$ cat src/rtl/logic_pkg.sv
// Shared definitions for the logic-unit issuer: opcodes, FSM encoding and command layout.
package logic_pkg;

  localparam logic [2:0] OP_AND     = 3'd0;
  localparam logic [2:0] OP_OR      = 3'd1;
  localparam logic [2:0] OP_NOR     = 3'd2;
  localparam logic [2:0] OP_XOR     = 3'd3;
  localparam logic [2:0] OP_XNOR    = 3'd4;
  localparam logic [2:0] OP_NOTA    = 3'd5;
  localparam logic [2:0] OP_NOTB    = 3'd6;
  localparam logic [2:0] OP_ILLEGAL = 3'd7;

  localparam logic [1:0] StIdle  = 2'd0;
  localparam logic [1:0] StDrive = 2'd1;
  localparam logic [1:0] StResp  = 2'd2;

  localparam int unsigned CmdDataW = 32;
  localparam int unsigned CmdTagW  = 4;

  // Default-width command layout; the issuer packs FIFO entries in this field order.
  typedef struct packed {
    logic [2:0]          op;
    logic [CmdDataW-1:0] a;
    logic [CmdDataW-1:0] b;
    logic [CmdTagW-1:0]  tag;
  } cmd_t;

endpackage

$ cat src/rtl/logic_cmd_fifo.sv
// Synchronous FIFO for issuer commands; synchronous active-high reset empties it.
module logic_cmd_fifo #(
  parameter int unsigned Width = 8,
  parameter int unsigned Depth = 2
) (
  input  logic             clk,
  input  logic             rst,
  input  logic             push_i,
  input  logic [Width-1:0] wdata_i,
  input  logic             pop_i,
  output logic [Width-1:0] rdata_o,
  output logic             full_o,
  output logic             empty_o
);

  localparam int unsigned PtrW = (Depth > 1) ? $clog2(Depth) : 1;
  localparam int unsigned CntW = PtrW + 1;

  logic [Width-1:0] mem_q [Depth];
  logic [PtrW-1:0]  wr_ptr_q, rd_ptr_q;
  logic [CntW-1:0]  count_q;

  assign full_o  = (count_q == CntW'(Depth));
  assign empty_o = (count_q == '0);
  assign rdata_o = mem_q[rd_ptr_q];

  always_ff @(posedge clk) begin
    if (rst) begin
      wr_ptr_q <= '0;
      rd_ptr_q <= '0;
      count_q  <= '0;
    end else begin
      if (push_i) wr_ptr_q <= wr_ptr_q + PtrW'(1);
      if (pop_i)  rd_ptr_q <= rd_ptr_q + PtrW'(1);
      if (push_i && !pop_i)      count_q <= count_q + CntW'(1);
      else if (pop_i && !push_i) count_q <= count_q - CntW'(1);
    end
  end

  always_ff @(posedge clk) begin
    if (push_i) mem_q[wr_ptr_q] <= wdata_i;
  end

endmodule

$ cat src/rtl/logic_op_issuer.sv
// Issues queued logic commands to the combinational logic unit and returns tagged results.
// Define LOGIC_OP_ISSUER_PARITY_EN to add the rsp_parity output.
module logic_op_issuer
  import logic_pkg::*;
#(
  parameter int unsigned DATA_W = 32,
  parameter int unsigned TAG_W  = 4,
  parameter int unsigned DEPTH  = 2
) (
  input  logic              clk,
  input  logic              rst,
  input  logic              cmd_valid,
  output logic              cmd_ready,
  input  logic [2:0]        cmd_op,
  input  logic [DATA_W-1:0] cmd_a,
  input  logic [DATA_W-1:0] cmd_b,
  input  logic [TAG_W-1:0]  cmd_tag,
  output logic [2:0]        sel2,
  output logic [DATA_W-1:0] a,
  output logic [DATA_W-1:0] b,
  input  logic [DATA_W-1:0] result,
  output logic              rsp_valid,
  input  logic              rsp_ready,
  output logic [DATA_W-1:0] rsp_data,
  output logic [TAG_W-1:0]  rsp_tag,
  output logic              rsp_err,
`ifdef LOGIC_OP_ISSUER_PARITY_EN
  output logic              rsp_parity,
`endif
  output logic              busy
);

  localparam int unsigned EntryW = 3 + 2 * DATA_W + TAG_W;

  logic [EntryW-1:0] wdata, head;
  logic              full, empty, push, pop;
  logic [2:0]        head_op;
  logic [DATA_W-1:0] head_a, head_b;
  logic [TAG_W-1:0]  head_tag;

  logic [1:0]        state_q, state_d;
  logic [2:0]        sel2_q, sel2_d;
  logic [DATA_W-1:0] a_q, a_d, b_q, b_d, rsp_data_q, rsp_data_d;
  logic [TAG_W-1:0]  tag_q, tag_d, rsp_tag_q, rsp_tag_d;
  logic              rsp_valid_q, rsp_valid_d, rsp_err_q, rsp_err_d;
`ifdef LOGIC_OP_ISSUER_PARITY_EN
  logic              rsp_parity_q, rsp_parity_d;
`endif

  assign wdata    = {cmd_op, cmd_a, cmd_b, cmd_tag};
  assign head_op  = head[EntryW-1 -: 3];
  assign head_a   = head[TAG_W+DATA_W +: DATA_W];
  assign head_b   = head[TAG_W +: DATA_W];
  assign head_tag = head[TAG_W-1:0];

  // Ready looks only at the registered full flag, never at a same-cycle pop.
  assign push = cmd_valid && !full;

  logic_cmd_fifo #(
    .Width(EntryW),
    .Depth(DEPTH)
  ) u_fifo (
    .clk    (clk),
    .rst    (rst),
    .push_i (push),
    .wdata_i(wdata),
    .pop_i  (pop),
    .rdata_o(head),
    .full_o (full),
    .empty_o(empty)
  );

  always_comb begin
    state_d     = state_q;
    sel2_d      = sel2_q;
    a_d         = a_q;
    b_d         = b_q;
    tag_d       = tag_q;
    rsp_valid_d = rsp_valid_q;
    rsp_data_d  = rsp_data_q;
    rsp_tag_d   = rsp_tag_q;
    rsp_err_d   = rsp_err_q;
`ifdef LOGIC_OP_ISSUER_PARITY_EN
    rsp_parity_d = rsp_parity_q;
`endif
    pop = 1'b0;

    if (state_q == StDrive) begin
      rsp_data_d  = result;
      rsp_tag_d   = tag_q;
      rsp_err_d   = 1'b0;
      rsp_valid_d = 1'b1;
`ifdef LOGIC_OP_ISSUER_PARITY_EN
      rsp_parity_d = ^result;
`endif
      state_d = StResp;
    end else if (state_q == StIdle || (state_q == StResp && rsp_ready)) begin
      rsp_valid_d = 1'b0;
      state_d     = StIdle;
      // A consumed response may be followed by the next issue in the same cycle.
      if (!empty) begin
        pop = 1'b1;
        if (head_op == OP_ILLEGAL) begin
          rsp_data_d  = '0;
          rsp_tag_d   = head_tag;
          rsp_err_d   = 1'b1;
          rsp_valid_d = 1'b1;
`ifdef LOGIC_OP_ISSUER_PARITY_EN
          rsp_parity_d = 1'b0;
`endif
          state_d = StResp;
        end else begin
          sel2_d  = head_op;
          a_d     = head_a;
          b_d     = head_b;
          tag_d   = head_tag;
          state_d = StDrive;
        end
      end
    end
  end

  always_ff @(posedge clk) begin
    if (rst) begin
      state_q     <= StIdle;
      sel2_q      <= '0;
      a_q         <= '0;
      b_q         <= '0;
      tag_q       <= '0;
      rsp_valid_q <= 1'b0;
      rsp_data_q  <= '0;
      rsp_tag_q   <= '0;
      rsp_err_q   <= 1'b0;
`ifdef LOGIC_OP_ISSUER_PARITY_EN
      rsp_parity_q <= 1'b0;
`endif
    end else begin
      state_q     <= state_d;
      sel2_q      <= sel2_d;
      a_q         <= a_d;
      b_q         <= b_d;
      tag_q       <= tag_d;
      rsp_valid_q <= rsp_valid_d;
      rsp_data_q  <= rsp_data_d;
      rsp_tag_q   <= rsp_tag_d;
      rsp_err_q   <= rsp_err_d;
`ifdef LOGIC_OP_ISSUER_PARITY_EN
      rsp_parity_q <= rsp_parity_d;
`endif
    end
  end

  assign cmd_ready = !full;
  assign sel2      = sel2_q;
  assign a         = a_q;
  assign b         = b_q;
  assign rsp_valid = rsp_valid_q;
  assign rsp_data  = rsp_data_q;
  assign rsp_tag   = rsp_tag_q;
  assign rsp_err   = rsp_err_q;
`ifdef LOGIC_OP_ISSUER_PARITY_EN
  assign rsp_parity = rsp_parity_q;
`endif
  assign busy = !empty || (state_q != StIdle);

endmodule

$ cat config.mk
export PLATFORM = sky130hd
export DESIGN_NAME = logic_op_issuer
export DESIGN_NICKNAME = d
export VERILOG_FILES = /design/src/rtl/logic_pkg.sv /design/src/rtl/logic_cmd_fifo.sv /design/src/rtl/logic_op_issuer.sv
export SDC_FILE = /design/constraint.sdc
export NUM_CORES = 1
export LEC_CHECK = 0
export ABC_CLOCK_PERIOD_IN_PS = 5700
export BUFFER_PORTS_ARGS = -buffer_cell sky130_fd_sc_hd__buf_4
export CAP_MARGIN = 10
export CORE_MARGIN = 8
export CORE_UTILIZATION = 40
export CTS_BUF_LIST = sky130_fd_sc_hd__clkbuf_4
export DETAILED_ROUTE_END_ITERATION = 7
export PLACE_DENSITY_LB_ADDON = 0.12
export SLEW_MARGIN = 5
export SYNTH_ARGS = -nofsm -noshare
export SYNTH_HDL_FRONTEND = slang
export SYNTH_HIERARCHICAL = 1
export SYNTH_SLANG_ARGS = --single-unit
$ cat constraint.sdc
create_clock -name clk -period 5.7 [get_ports clk]
set_input_delay 0.57 -clock clk [delete_from_list [all_inputs] [get_ports clk]]
set_output_delay 0.57 -clock clk [all_outputs]
set_load 0.05 [all_outputs]
==> results.md, run 1 <==
| Quantity | This run | Unit |
|:---|:---|:---|
| Run status | completed | - |
| Post-synthesis net count | 887 | - |
| WHS | 93.19 | ps |
| Vias after detailed routing | 7473 | - |
| Most frequent standard cell in the layout excluding fill and tap cells | buf_4 | - |
| Top library cells by usage in the layout, fill and taps aside | buf_4, edfxtp_1, clkbuf_4, dfxtp_1, a21oi_1 | - |
| Number of antenna violations at the first check in global routing | 2 | - |
| Clock tree root buffer cell | clkbuf_4 | - |
| Synthesized area per cell | 13.06 | sq um |
| Die Ht | 175.5 | um |
| Total net switching power | 2919 | uW |
| CTS tree | built | - |
| Leakage power | 0.004818 | uW |
| Max H-tree Level | 3 | - |
| Skew-Pair Late Insertion Delay | 660 | ps |
| Total grt overflow | 0 | - |
| DRC violation count after routing | 0 | - |
| Detailed placer's ending HPWL | 15780 | um |
| # Post-CTS Setup Buffers | 0 | - |
| Worst-Margin Slew | 1076 | ps |
| Summed area of non-filler cells in the final layout | 0.01272 | sq mm |
| Worst setup path class | flip-flop to flip-flop | - |
| Hold Crit Class | input pin to flip-flop | - |
| Clock skew after layout | 46.61 | ps |
| Final Wtd Congestion | 0.7075 | - |
| Cell Area, Placed | 0.01179 | sq mm |
| Worst path arrival time | 3710 | ps |
| Number of DRC markers after the initial detailed-route iteration | 353 | - |
| Power Dens Cells | 560.1 | mW/mm^2 |
| Die X-Extent | 175.5 | um |
| Final critical-path required period | 3164 | ps |
| Wire length of the first global-routing pass | 43700 | um |
| Number of flops mapped to enable cells by yosys | 142 | - |
| Proportion of register bits with asynchronous set or reset after synthesis | 0 | - |
| Number of gates given a new drive strength after cts | 0 | - |
| Combined area of all synthesized cells | 0.01017 | sq mm |
| Sequential share of the synthesized area | 0.6473 | - |
| I/O Buffers | 213 | - |
| Antenna-violating nets left | 0 | - |
| CTS Hold Buffers Added | 0 | - |
| Sort of element at the start of the critical path | flip-flop | - |
| Detailed-route wire length per cell | 20.66 | um |
| Max clock buf depth | 3 | - |
| Proportion of power drawn by flip-flops and latches | 0.377 | - |
| Highest clock rate | 316.1 | MHz |
| Max-Slew Margin vs Limit | 0.2830 | - |
| Data required time of the worst path | 6250 | ps |
| Number of max-capacitance violations reported | 0 | - |
| Endpoint kind of the worst setup timing path | flip-flop | - |
| Net switching share of the total power | 0.4096 | - |
| Clock network fraction of design power | 0.235 | - |
| Most used DFF post-synth | edfxtp_1 | - |
| FP Rows | 58 | - |
| Count of endpoints failing hold in the final timing report | 0 | - |
| Global-route usage over all layers | 0.1790 | - |
| Gate power share | 0.389 | - |
| Die ar. | 0.03080 | sq mm |
| I/O pins | 214 | - |
| Vias per std cell | 5.439 | - |
| Share of post-route cells with drive strength above 1 | 0.4104 | - |
| Number of buffers created by CTS | 72 | - |
| Yosys warning total | 6 | - |
| Int Pwr | 4206 | uW |
| Clock Pin Slew Worst Setup and Hold Paths | 70 | ps |
| Pins over their slew limit | 0 | - |
| Count of different cell masters after synthesis | 39 | - |
| Signed area change from the synthesized netlist to the final layout | 25.01 | % |
| Pin count of the biggest net entering global routing | 82 | - |
| Aggregate negative setup slack | 0 | ps |
| Unrepaired setup endpoints after global routing | no | - |
| Via count of the first global-routing pass | 7728 | - |
| Cell count after synthesis | 779 | - |
| Layout net count | 1096 | - |
| Period Utilization, post-route | 0.5550 | - |
| Number of register bits inferred by synthesis | 258 | - |
| Number of endpoints failing setup at the final stage | 0 | - |
| Effective utilization at floorplan | 0.4052 | - |
| TritonCTS sink count | 258 | - |
| Area of the core | 0.02511 | sq mm |
| Maximum vdd ir drop | 0.2878 | mV |
| Crit path max fanout | 71 | - |
| First-pass DRT Iterations | 4 | - |
| WL final | 28390 | um |
==> Yosys cell counts, types with 2 or more instances <==
cell,number,area [sq um]
a211oi_1,4,30.03
a21oi_1,105,525.5
a311oi_1,4,35.03
a31oi_1,3,18.77
buf_2,33,165.2
buf_4,8,60.06
buf_6,15,168.9
clkbuf_1,31,116.4
dfxtp_1,116,2322
edfxtp_1,142,4264
inv_1,2,7.510
mux2_2,71,799.5
mux2i_1,4,40.04
nand2_1,33,123.9
nand2b_1,2,12.51
nand4_1,71,444.2
nor2_1,8,30.03
nor2b_1,3,18.77
o311ai_1,32,280.3
o31ai_1,71,533.0
xnor2_1,2,17.52
xor2_1,2,17.52
==> critical path: stages, from the launching register on <==
cell and delay [ps]:
dfxtp_4 1040, mux2_2 420, and3_2 650, buf_4 580
o31ai_1 130, a21oi_1 180
==> sequential cells by signal, summed over array words and instances (netlist names), named ones only <==
| signal | count |
|---|---|
| state_q | 2 |
| u_fifo/wr_ptr_q | 1 |
| u_fifo/rd_ptr_q | 1 |
| a | 32 |
| u_fifo/count_q | 2 |
| sel2 | 3 |
| rsp_data | 32 |
| tag_q | 4 |
| b | 32 |
| u_fifo/mem_q | 142 |
| rsp_tag | 4 |
| rsp_valid | 1 |
| rsp_err | 1 |
==> power groups by stage <==
stage,combinational [uW],clock (uW),sequential (uW)
6_report,2770,1670,2680
5_1_grt,2950,1830,2740
4_1_cts,2800,1740,2690
3_5_place_dp,2790,0,2720
3_3_place_gp,2780,0,2720
2_1_floorplan,1290,0,3450
==> cell type report <==
class                      count  area (sq um)
clock buffer                 117         878.3
clock inverter                12         52.55
timing repair buffer         222          1667
inverter                       3         11.26
antenna                        1         2.502
tap                          330         412.9
multi-input combinational    431          3105
sequential                   258          6590
fill                        2297         12390
==> path summary, 6_finish.rpt <==
path | endpoint | slack, ps | from | depth (start not counted)
max | a[0] | 2540 | flip-flop | 5
max reg2reg | a[0] | 2540 | flip-flop | 5
min | u_fifo/mem_q[1][8] | 90 | cmd_b[4] | 1
min reg2reg | a[18] | 470 | a[18] | 2
==> metrics by stage <==
step,std cells,power (uW),utilization,setup WS (ps)
6_report,1374,7125,0.5066,2536
5_1_grt,1374,7523,0.5066,2324
3_3_place_gp,1244,5507,0.4694,2541
2_1_floorplan,779,4742,-,1181
3_5_place_dp,1244,5514,0.4694,2550
4_1_cts,1373,7230,0.5065,2503
==> layer usage <==
| layer | wire [um] | GRT usage | vias up |
|---|---|---|---|
| met2 | 13650 | 0.2815 | 240 |
| met3 | 1771 | 0.05325 | 52 |
| met5 | 13 | 0 | - |
| met1 | 12160 | 0.2261 | 3659 |
| li1 | - | - | 3520 |
| met4 | 794 | 0.07736 | 2 |
==> cell families after synthesis <==
group	after synthesis	share of synthesized area
and+or+nand+nor	128	0.07132
buffers and inverters	90	0.05128
AOI/OAI and AO/OA	223	0.1429
xor gates and xnor gates	4	0.003444
muxes	75	0.08251
DFF	258	0.6473
adders and majority gates	1	0.001230
Note: power is estimated with default switching activity, not from simulation.
==> inputs of run 2 (changes only) <==
--- a/config.mk
+++ b/config.mk
@@ -5,7 +5,7 @@
 export SDC_FILE = /design/constraint.sdc
 export NUM_CORES = 1
 export LEC_CHECK = 0
-export ABC_CLOCK_PERIOD_IN_PS = 5700
+export ABC_CLOCK_PERIOD_IN_PS = 3270
 export BUFFER_PORTS_ARGS = -buffer_cell sky130_fd_sc_hd__buf_4
 export CAP_MARGIN = 10
 export CORE_MARGIN = 8
==> constraint.sdc (replaced) <==
create_clock -name clk -period 3.27 [get_ports clk]
set_input_delay 0.327 -clock clk [delete_from_list [all_inputs] [get_ports clk]]
set_output_delay 0.327 -clock clk [all_outputs]
set_load 0.05 [all_outputs]
==> run 2 against run 1 <==
  * Wire length grew 3.2%
  * Die area is the same
  * Setup slack lost 1500 ps
  * Via count increased by 7.4%
  * Critical path type unchanged
  * Largest power group unchanged
  * Highest routed layer is now met4
==> results.md, run 2 (synthesis results as in run 1) <==
| Quantity | This run | Unit |
|:---|:---|:---|
| Worst path arrival time | 2800 | ps |
| Die X-Extent | 175.5 | um |
| Aggregate negative setup slack | 0 | ps |
| First-pass DRT Iterations | 4 | - |
| Final Wtd Congestion | 0.7130 | - |
| Max H-tree Level | 3 | - |
| I/O Buffers | 213 | - |
| Number of endpoints failing setup at the final stage | 0 | - |
| Pins over their slew limit | 0 | - |
| WHS | 196.2 | ps |
| Clock skew after layout | 36.62 | ps |
| Area of the core | 0.02511 | sq mm |
| Skew-Pair Late Insertion Delay | 660 | ps |
| CTS tree | built | - |
| Max clock buf depth | 3 | - |
| Share of post-route cells with drive strength above 1 | 0.3765 | - |
| Total grt overflow | 0 | - |
| Longest individual stage delay on the worst path | 670 | ps |
| Final critical-path required period | 2256 | ps |
| Maximum vdd ir drop | 0.6330 | mV |
| Die ar. | 0.03080 | sq mm |
| Antenna-violating nets left | 0 | - |
| Worst setup path class | flip-flop to flip-flop | - |
| Number of max-capacitance violations reported | 0 | - |
| Data required time of the worst path | 3810 | ps |
| Number of buffers created by CTS | 71 | - |
| Number of gates given a new drive strength after cts | 0 | - |
| Pin count of the biggest net entering global routing | 106 | - |
| CTS Hold Buffers Added | 103 | - |
| # Post-CTS Setup Buffers | 0 | - |
| Crit path max fanout | 58 | - |
| Via count of the first global-routing pass | 8373 | - |
| Die Ht | 175.5 | um |
| TritonCTS sink count | 258 | - |
| Unrepaired setup endpoints after global routing | no | - |
| Leakage power | 0.005340 | uW |
| Buffering stage count on the worst path with inverters included | 1 | - |
| Vias per std cell | 5.387 | - |
| Endpoint of the most critical setup path | tag_q[1] | - |
| Worst-Margin Slew | 1082 | ps |
| DRC violation count after routing | 0 | - |
| Vias after detailed routing | 8027 | - |
| Run status | completed | - |
| Cells along the critical path | mux2_2 -> and3_2 -> buf_4 -> o31ai_1 -> a21oi_1 | - |
| Period Utilization, post-route | 0.6898 | - |
| Sort of element at the start of the critical path | flip-flop | - |
| Count of endpoints failing hold in the final timing report | 0 | - |
| Finished Core Util | 0.5553 | - |
| Detailed placer's ending HPWL | 17040 | um |
| Reg2reg path depth | 5 | - |
| FP Rows | 58 | - |
| Number of antenna violations at the first check in global routing | 2 | - |
| Most frequent standard cell in the layout excluding fill and tap cells | buf_4 | - |
| Effective utilization at floorplan | 0.4052 | - |
| Power Dens Cells | 922.0 | mW/mm^2 |
| Register with the highest flop count | u_fifo/mem_q | - |
| Top library cells by usage in the layout, fill and taps aside | buf_4, edfxtp_1, dfxtp_1, clkbuf_4, a21oi_1 | - |
| Detailed-route wire length per cell | 19.67 | um |
| Register-to-Register Setup Slack | 1010 | ps |
| Filler cell count | 2229 | - |
| Wire length of the first global-routing pass | 45850 | um |
| I/O pins | 214 | - |
| Cell type group with the largest total delay on the critical path | buffers and inverters | - |
| Max-Slew Margin vs Limit | 0.2786 | - |
| Critical-path cell with the highest stage delay | buf_4 | - |
| Clock tree root buffer cell | clkbuf_4 | - |
| Clock Pin Slew Worst Setup and Hold Paths | 60 | ps |
| Signed area change from the synthesized netlist to the final layout | 37.04 | % |
| Highest clock rate | 443.3 | MHz |
| Layout net count | 1210 | - |
| Count of cell instances traversed by the critical path | 5 | - |
| Number of flip-flops under the largest register name | 142 | - |
| Number of DRC markers after the initial detailed-route iteration | 537 | - |
| Global-route usage over all layers | 0.1857 | - |
| WL final | 29310 | um |
| Destination of the worst register-to-register timing path | tag_q[1] | - |
| Hold Crit Class | input pin to flip-flop | - |
| Endpoint kind of the worst setup timing path | flip-flop | - |
[run 2: changes by cell type in the layout (fill, tap and decap cells not counted), sizes merged, moves of 2 or more]
cell         previous run  this run
buf                   222       234
bufinv                  0         3
clkbuf                117       113
clkinv                  7        11
dlygate4sd3             0       103
inv                     6         4
[run 2: how the worst min path moves through the flow]
stage | depth (start not counted) | slack [ps] | startpoint | endpoint
3_3_place_gp | 2 | 450 | tag_q[2] | tag_q[2]
4_1_cts | 4 | 130 | cmd_valid | u_fifo/wr_ptr_q
5_1_grt | 4 | 150 | cmd_valid | u_fifo/wr_ptr_q
6_report | 4 | 200 | cmd_valid | u_fifo/wr_ptr_q
2_1_floorplan | 1 | 400 | rst | u_fifo/count_q[1]
3_5_place_dp | 2 | 460 | tag_q[3] | tag_q[3]
[run 2: final cells by class]
| class | count | area (sq um) | share of cell area |
|---|---|---|---|
| Sequential cell | 258 | 6590 | 0.4726 |
| Multi-Input combinational cell | 431 | 3108 | 0.2229 |
| Timing Repair Buffer | 337 | 2825 | 0.2026 |
| Clock buffer | 113 | 848.3 | 0.06084 |
| Tap cell | 330 | 412.9 | 0.02961 |
| Clock inverter | 16 | 142.6 | 0.01023 |
| Inverter | 3 | 11.26 | 0.0008076 |
| Antenna cell | 2 | 5.005 | 0.0003589 |
[run 2: metrics by stage]
stage | power, uW | instance area (sq um) | instances | setup WS (ps)
floorplan | 8257 | 10180 | 779 | 103.5
global placement | 9706 | 11920 | 1256 | 1056
detailed placement | 9744 | 11920 | 1256 | 1021
CTS | 13010 | 13940 | 1488 | 1005
global route | 13560 | 13940 | 1490 | 874.2
finish | 12860 | 13940 | 1490 | 1014
[run 2: routing by layer]
layer / global-route usage / part of all wire / vias to the layer above
met5: 0 / 0 / -
met4: 0.06817 / 0.022 / 0
met3: 0.04982 / 0.064 / 46
met2: 0.3002 / 0.48 / 292
met1: 0.2356 / 0.43 / 3944
li1: - / - / 3745
[run 2: worst reg2reg max path: cells and delay by family (launching register included)]
family / cells / cell delay (ps)
and+or+nand+nor: 1 / 420
AOI/OAI and AO/OA: 2 / 320
buffers and inverters: 1 / 680
DFF: 1 / 460
muxes: 1 / 290
[run 2: power breakdown]
group	switching, uW	total (uW)	internal, uW
combinational	3510	5160	1650
sequential	369	4600	4230
clock	1300	3100	1800
